**config.mk**
```make
export PLATFORM = sky130hd
export DESIGN_NAME = out_port_seg_display
export DESIGN_NICKNAME = d
export VERILOG_FILES = /design/src/rtl/out_port_seg_display.sv
export SDC_FILE = /design/constraint.sdc
export NUM_CORES = 1
export LEC_CHECK = 0
export CAP_MARGIN = 15
export CORE_AREA = 5 5 150 152
export CTS_CLUSTER_SIZE = 40
export DETAILED_ROUTE_END_ITERATION = 8
export DIE_AREA = 0 0 155 157
export DONT_BUFFER_PORTS = 1
export PLACE_DENSITY_LB_ADDON = 0.05
export SYNTH_ARGS = -nofsm -noshare
export SYNTH_HDL_FRONTEND = slang
export SYNTH_SLANG_ARGS = --single-unit
```
**constraint.sdc**
```tcl
create_clock -name clock -period 6.66 [get_ports clock]
set_input_delay 1.332 -clock clock [delete_from_list [all_inputs] [get_ports clock]]
set_output_delay 1.332 -clock clock [all_outputs]
set_load 0.005 [all_outputs]
```
**src/rtl/out_port_seg_display.sv**
```systemverilog
// CPU out-port to six-digit seven-segment display: serial double-dabble
// binary-to-BCD conversion with a one-deep pending write buffer.
module out_port_seg_display #(
  parameter int BLANK_LEADING = 1
) (
  input  logic        clock,
  input  logic        reset,
  input  logic        load,
  input  logic [31:0] data_in,
  output logic [6:0]  hex0,
  output logic [6:0]  hex1,
  output logic [6:0]  hex2,
  output logic [6:0]  hex3,
  output logic [6:0]  hex4,
  output logic [6:0]  hex5,
  output logic        busy,
  output logic        overflow
);

  typedef enum logic [1:0] {
    S_IDLE,
    S_CONV,
    S_UPDATE
  } state_t;

  localparam logic [6:0]  SEG_BLANK  = 7'b1111111;
  localparam logic [6:0]  SEG_DASH   = 7'b0111111;
  localparam logic [6:0]  SEG_ZERO   = 7'b1000000;
  localparam logic [6:0]  RST_UPPER  = (BLANK_LEADING != 0) ? SEG_BLANK : SEG_ZERO;
  localparam logic [31:0] MAX_SHOWN  = 32'd999999;
  localparam logic [4:0]  LAST_ITER  = 5'd19;

  state_t       r_state;
  state_t       w_next;

  logic [19:0]  r_bin;
  logic [23:0]  r_bcd;
  logic [4:0]   r_cnt;
  logic         r_ovf;
  logic         r_pend;
  logic [31:0]  r_pend_val;

  logic         w_start;
  logic [31:0]  w_start_val;
  logic         w_pend_wr;
  logic [23:0]  w_bcd_adj;
  logic [5:0]   w_blank;
  logic [6:0]   w_hex [6];

  function automatic logic [6:0] seg7(input logic [3:0] d);
    logic [6:0] s;
    case (d)
      4'd0:    s = 7'b1000000;
      4'd1:    s = 7'b1111001;
      4'd2:    s = 7'b0100100;
      4'd3:    s = 7'b0110000;
      4'd4:    s = 7'b0011001;
      4'd5:    s = 7'b0010010;
      4'd6:    s = 7'b0000010;
      4'd7:    s = 7'b1111000;
      4'd8:    s = 7'b0000000;
      4'd9:    s = 7'b0010000;
      default: s = SEG_BLANK;
    endcase
    return s;
  endfunction

  // State register
  always_ff @(posedge clock) begin
    if (reset) begin
      r_state <= S_IDLE;
    end else begin
      r_state <= w_next;
    end
  end

  // Next-state logic
  always_comb begin
    w_next = r_state;
    case (r_state)
      S_IDLE:   if (load) w_next = S_CONV;
      S_CONV:   if (r_cnt == LAST_ITER) w_next = S_UPDATE;
      S_UPDATE: w_next = (r_pend || load) ? S_CONV : S_IDLE;
      default:  w_next = S_IDLE;
    endcase
  end

  // Output logic
  always_comb begin
    busy = (r_state != S_IDLE);
  end

  // A new conversion starts from IDLE on load, or back-to-back out of UPDATE.
  // Out of UPDATE the buffered value takes precedence; a load landing on that
  // same edge with nothing buffered is converted directly instead of buffered.
  always_comb begin
    w_start     = 1'b0;
    w_start_val = data_in;
    w_pend_wr   = 1'b0;
    case (r_state)
      S_IDLE: w_start = load;
      S_CONV: w_pend_wr = load;
      S_UPDATE: begin
        w_start   = r_pend || load;
        w_pend_wr = r_pend && load;
        if (r_pend) w_start_val = r_pend_val;
      end
      default: ;
    endcase
  end

  always_comb begin
    w_bcd_adj = r_bcd;
    for (int unsigned i = 0; i < 6; i++) begin
      if (r_bcd[4*i +: 4] >= 4'd5) w_bcd_adj[4*i +: 4] = r_bcd[4*i +: 4] + 4'd3;
    end
  end

  // Leading-zero blanking walks down from the top digit; hex0 is never blanked.
  always_comb begin
    logic w_allz;
    w_allz  = 1'b1;
    w_blank = '0;
    for (int unsigned i = 0; i < 5; i++) begin
      w_allz = w_allz && (r_bcd[4*(5-i) +: 4] == 4'd0);
      w_blank[5-i] = w_allz && (BLANK_LEADING != 0);
    end
  end

  always_comb begin
    for (int unsigned i = 0; i < 6; i++) begin
      if (r_ovf)           w_hex[i] = SEG_DASH;
      else if (w_blank[i]) w_hex[i] = SEG_BLANK;
      else                 w_hex[i] = seg7(r_bcd[4*i +: 4]);
    end
  end

  always_ff @(posedge clock) begin
    if (reset) begin
      r_bin      <= '0;
      r_bcd      <= '0;
      r_cnt      <= '0;
      r_ovf      <= 1'b0;
      r_pend     <= 1'b0;
      r_pend_val <= '0;
      overflow   <= 1'b0;
      hex0       <= SEG_ZERO;
      hex1       <= RST_UPPER;
      hex2       <= RST_UPPER;
      hex3       <= RST_UPPER;
      hex4       <= RST_UPPER;
      hex5       <= RST_UPPER;
    end else begin
      if (w_start) begin
        r_ovf <= (w_start_val > MAX_SHOWN);
        r_bin <= w_start_val[19:0];
        r_bcd <= '0;
        r_cnt <= '0;
      end else if (r_state == S_CONV) begin
        {r_bcd, r_bin} <= {w_bcd_adj, r_bin} << 1;
        r_cnt          <= r_cnt + 5'd1;
      end

      if (w_pend_wr) begin
        r_pend     <= 1'b1;
        r_pend_val <= data_in;
      end else if (r_state == S_UPDATE) begin
        r_pend <= 1'b0;
      end

      if (r_state == S_UPDATE) begin
        overflow <= r_ovf;
        hex0     <= w_hex[0];
        hex1     <= w_hex[1];
        hex2     <= w_hex[2];
        hex3     <= w_hex[3];
        hex4     <= w_hex[4];
        hex5     <= w_hex[5];
      end
    end
  end

endmodule

```
Yosys cells after proc, flatten, opt, wreduce, memory -nomap -nowiden
Memories as Yosys holds them, arrays and structs flattened. A register that Yosys moved wholly into a read port is not among the register bits. Cells that the tools add are included.

Register bits: 128. Bits in read-only memories: 672. Bits of input ports: 35. Output and inout bits: 44. Word-level logic and storage cells: 97. Memories kept: 6.

Memory list: (no name shown) (words 16, width 7, read ports 1, clocked after Yosys merged registers in 1, write ports 0, line 52) `case (d)`; (no name shown) (words 16, width 7, read ports 1, clocked after Yosys merged registers in 1, write ports 0, line 52); (no name shown) (words 16, width 7, read ports 1, clocked after Yosys merged registers in 1, write ports 0, line 52); (no name shown) (words 16, width 7, read ports 1, clocked after Yosys merged registers in 1, write ports 0, line 52); (no name shown) (words 16, width 7, read ports 1, clocked after Yosys merged registers in 1, write ports 0, line 52); (no name shown) (words 16, width 7, read ports 1, clocked after Yosys merged registers in 1, write ports 0, line 52).

$add $sub $neg: 7. $lt $le $gt $ge: 7. Equality and inequality tests: 5. Mux-type cells: 41. Reductions and logical operators: 17.

Operator list (count): 7-bit 2-to-1 mux (11); 4-bit 2-to-1 mux (17); 32-bit 2-to-1 mux (2); 20-bit 2-to-1 mux (2); 32-bit by 20-bit > comparator with 1-bit output, second input constant (1); 4-bit by 3-bit >= comparator with 1-bit output, second input constant (6); 4-bit by 2-bit adder with 4-bit output, second input constant (5); 4-bit zero test (5); 2-bit case mux with 3 select lines (1); 2-bit nonzero test (3); 5-bit by 1-bit adder with 5-bit output, second input constant (1); 5-bit == test, second input constant (1); 1-bit logical AND (5); 2-bit 2-to-1 mux (2); 2-bit inequality test, second input constant (2); 1-bit case mux with 2 select lines (2); 3-bit by 2-bit adder with 3-bit output, second input constant (1); 1-bit 2-to-1 mux (3); 3-bit 2-to-1 mux (1); 2-bit by 1-bit == test with 1-bit output, second input constant (1); 2-bit == test, second input constant (1); 2-bit zero test (1); 2-bit AND reduction (1); 2-bit OR reduction (1); 1-bit logical OR (1).

Logic depth before layout (Yosys ltp)
Depth after elaboration: 7. Gate-level depth with buffers: 14. Depth with buffers taken out: 11.

Least setup slack after synthesis
Ideal clock, no wire load.

Path kind: input port to flip-flop. Start: input port reset. End: register with a tool-made name. Library setup time: 95 ps. Data arrival time: 3091 ps. Path slack: 3473 ps. Stages on the path: 10. Path buffers: 3. Cells stage by stage: buf_2 a21oi_2 nand2_2 buf_2 buf_2 a211oi_1 inv_1 ha_1 nor2_1 a221oi_1.

RTL lines: from (decl) (line 7) `input logic reset,`.

==> metrics.md <==
| Metric | Value |
|---|---|
| Critical path data arrival time | 3.88 ns |
| Top Ports | 79 |
| Period utilization | 53.4% |
| Largest family of logic cells by synthesized area | compound AO/OA/AOI/OAI gates |
| FMAX | 0.281 GHz |
| CP Data Required Time | 6.98 ns |
| Max Slew Vio Count | 0 |
| Most frequent CP cell | a211oi_1 |
| 1st-iter DRT viols | 261 |
| Post_cts resized | 0 |
| Lkg Pwr | 3.33 nW |
| Drc violations | 0 |
| Post-DRT Antenna Nets | 0 |
| Initial Util | 40.2% |
| Std-Cell Core Area | 0.0209 mm² |
| Post-Syn Nets | 1045 |
| Buf+Inv Stages, Crit Path | 2 |
| Num CTS Buffers | 17 |
| Power per cell area | 336 mW/mm² |
| Worst-case vdd ir drop | 0.192 mV |
| Most common cell after layout, fill and taps aside | dfxtp_1 |
| WL final | 20000 µm |
| Worst-margin pin slew | 0.966 ns |
| Vias per cell | 5.60 |
| Drt first pass iters | 4 |
| Setup bufs post-CTS | 0 |
| Nets@finish | 1005 |
| RSZ-0062 raised after global routing | no |
| Synth Area in Adders | 7.75% |
| Xor/xnor share of the synthesized area | 0.835% |
| Mux contribution to synthesized area | 1.43% |
| Simple-gate share of the synthesized area | 20.8% |
| Die area | 0.0243 mm² |
| Remaining global-route overflow | 0 |
| FILL cells | 2088 |
| Chip Width | 155 µm |
| Final hold violations | 0 |
| Mapped Cells | 958 |
| Clock Skews | 0.0103 ns |
| Post-synth ARST share | 0% |
| MaxCap Viol Count | 0 |
| Post-synth EDFFs | 0 |
| Critical path depth | 8 |
| GP Congestion | 0.828 |
| #FFs+latches synth | 170 |
| Clock sink count | 170 |
| Via Count | 6757 |
| Row count | 53 |
| Ant diodes | 0 |
| Compound-Gate Fraction of Synth Area | 22.8% |
| CP max-delay cell | ha_2 |
| Crit path max fanout | 58 |
| Die Span Y | 157 µm |
| Yosys cell types | 70 |
| Register clock-pin slew on the reported worst setup and hold paths | 0.06 ns |
| Post-Syn Area | 0.00839 mm² |
| WL/cell | 16.6 µm |
| Root buffer cell | clkbuf_16 |
| Max stage delay on crit path | 0.70 ns |
| Layout area overhead | 7.94% |
| CTS tree | built |
| Run status | finished clean |
| All-layer global routing usage | 16.7% |
| Largest net degree at the start of global routing | 101 |
| Commonest non-fill, non-tap cells in the layout | 170 x dfxtp_1, 118 x nand2_1, 54 x a21oi_1, 50 x ha_1, 48 x nor2_1 |
| CP Cell Sequence | inv_1 -> ha_2 -> buf_4 -> o21a_1 -> a211oi_1 -> a31oi_1 -> o21ai_0 -> a211oi_1 |
| Critical register-to-register path startpoint | r_state[1] |
| Placed cell area | 0.00846 mm² |
| R2R setup slack | 3.11 ns |
| Ys Warns | 0 |
| Buffers from clock root to sink, at most | 2 |
| Layout cells sized above 1 | 7.52% |
| Vias in the first global route | 6739 |
| CP startpoint | r_state[1] |
| Synth area leaders | dfxtp_1 41%, ha_1 7.8%, nand2_1 5.3% |
| Synth area leader | dfxtp_1 |
| Relative slew margins | 35.6% |
| Synthesized area per cell | 8.76 µm² |
| Seq/Total Area, Yosys | 40.5% |
| H-tree depth | 4 |
| Primary FF master, synth | dfxtp_1 |
| Synth top area share | 40.5% |
| Min Tclk post-route | 3.55 ns |
| Post-route design area | 0.00906 mm² |
| Cts hold-fix bufs | 0 |
| Initial antenna violation count | 0 |
| Post-DP HPWL | 13500 µm |
| Worst hold path type | reg -> reg |
| Port Buffers | 0 |
| Setup_tns | 0 ns |
| Cell family with most CP delay | compound AO/OA/AOI/OAI gates |
| Reg2reg path depth | 8 |
| Kind of critical path | reg -> reg |
| CP Capture Type | flip-flop |
| CP Launch Type | flip-flop |
| First-pass GRT wire length | 33600 µm |
| Worst skew pair latency | 0.42 ns |
| Endpoints failing setup | 0 |
==> tightest hold or removal path: cells and delay by family, from the launching register on <==
| kind | cells | cell delay [ns] |
|---|---|---|
| AO/OA/AOI/OAI | 1 | 0.05 |
| AND/OR/NAND/NOR | 1 | 0.05 |
| flip-flops | 1 | 0.31 |
==> where the power goes <==
group / switching (mW) / total, mW / leakage [nW] / internal, mW
registers: 0.0857 / 1.24 / 1.38 / 1.16
clock network: 0.404 / 0.967 / 0.271 / 0.564
logic: 0.535 / 0.834 / 1.68 / 0.299
==> per-layer routing <==
metal  global-route usage (%)  vias up  share of wire (%)  wire, µm
li1                         -     3338                  -         -
met1                     20.4     3270                 44      8880
met2                     29.1      122                 49      9900
met3                     3.96       27                4.4       889
met4                     5.55        0                1.7       331
met5                        0        -                  0         0
==> per-stage QoR <==
stage	setup WS (ns)	util (%)	hold slack [ns]	std cells	total power, mW
detailed placement	3.01	40.5	0.442	1173	2.10
global route	2.71	43.4	0.465	1206	3.24
finish	3.11	43.4	0.452	1206	3.04
global placement	3.08	40.5	0.437	1173	2.08
floorplan	3.47	-	0.429	958	1.95
CTS	3.10	43.2	0.452	1205	3.08
==> area by class of cell <==
type,instances,area [µm²],share of cell area (%)
multi-input cells,682,4510,49.8
flip-flops and latches,170,3400,37.6
clock buffers,22,454,5.01
well taps,275,344,3.80
inverters,38,143,1.57
clock inverters,10,119,1.31
repair buffers,9,87.6,0.967
==> cells in the mapped netlist (4+ instances only) <==
cell type  count
xnor2_1        5
nor2b_1       28
buf_6          6
nor4_1         7
nand4_1        4
nor3_1        13
a211oi_1      37
nand3_1       39
o221ai_1      10
a2bb2oi_1      4
a21oi_1       55
o21ai_0       25
a31oi_1       10
mux2i_1       12
buf_2         19
nand2_1      118
a221oi_1       5
a311oi_1      19
o21ai_1        4
clkbuf_1      34
nor3b_1        4
nand2b_1      47
a2111oi_0      4
a21o_1         7
o21a_1         8
dfxtp_1      170
nor4b_1        4
ha_1          52
inv_1         37
buf_4          6
and2_1        10
nor2_1        48
o22ai_1       37
==> how the worst min path moves through the flow <==
stage / startpoint / to / slack (ns) / cells past startpoint
5_1_grt: r_pend_val[24] / r_pend_val[24] / 0.47 / 2
3_3_place_gp: r_pend_val[9] / r_pend_val[9] / 0.44 / 2
6_report: r_pend_val[3] / r_pend_val[3] / 0.45 / 2
4_1_cts: r_pend_val[31] / r_pend_val[31] / 0.45 / 2
3_5_place_dp: r_pend_val[31] / r_pend_val[31] / 0.44 / 2
2_1_floorplan: flip-flop / hex0[6] / 0.43 / 1
==> cells by family (layout without fill, tap and decap cells) <==
logic type,Yosys count,count (layout)
simple gates,345,345
compound gates,265,265
flops,170,170
buf+inv,106,79
fa+ha+maj,52,52
mux,12,12
xor+xnor,8,8
(Power assumes the default switching activity.)
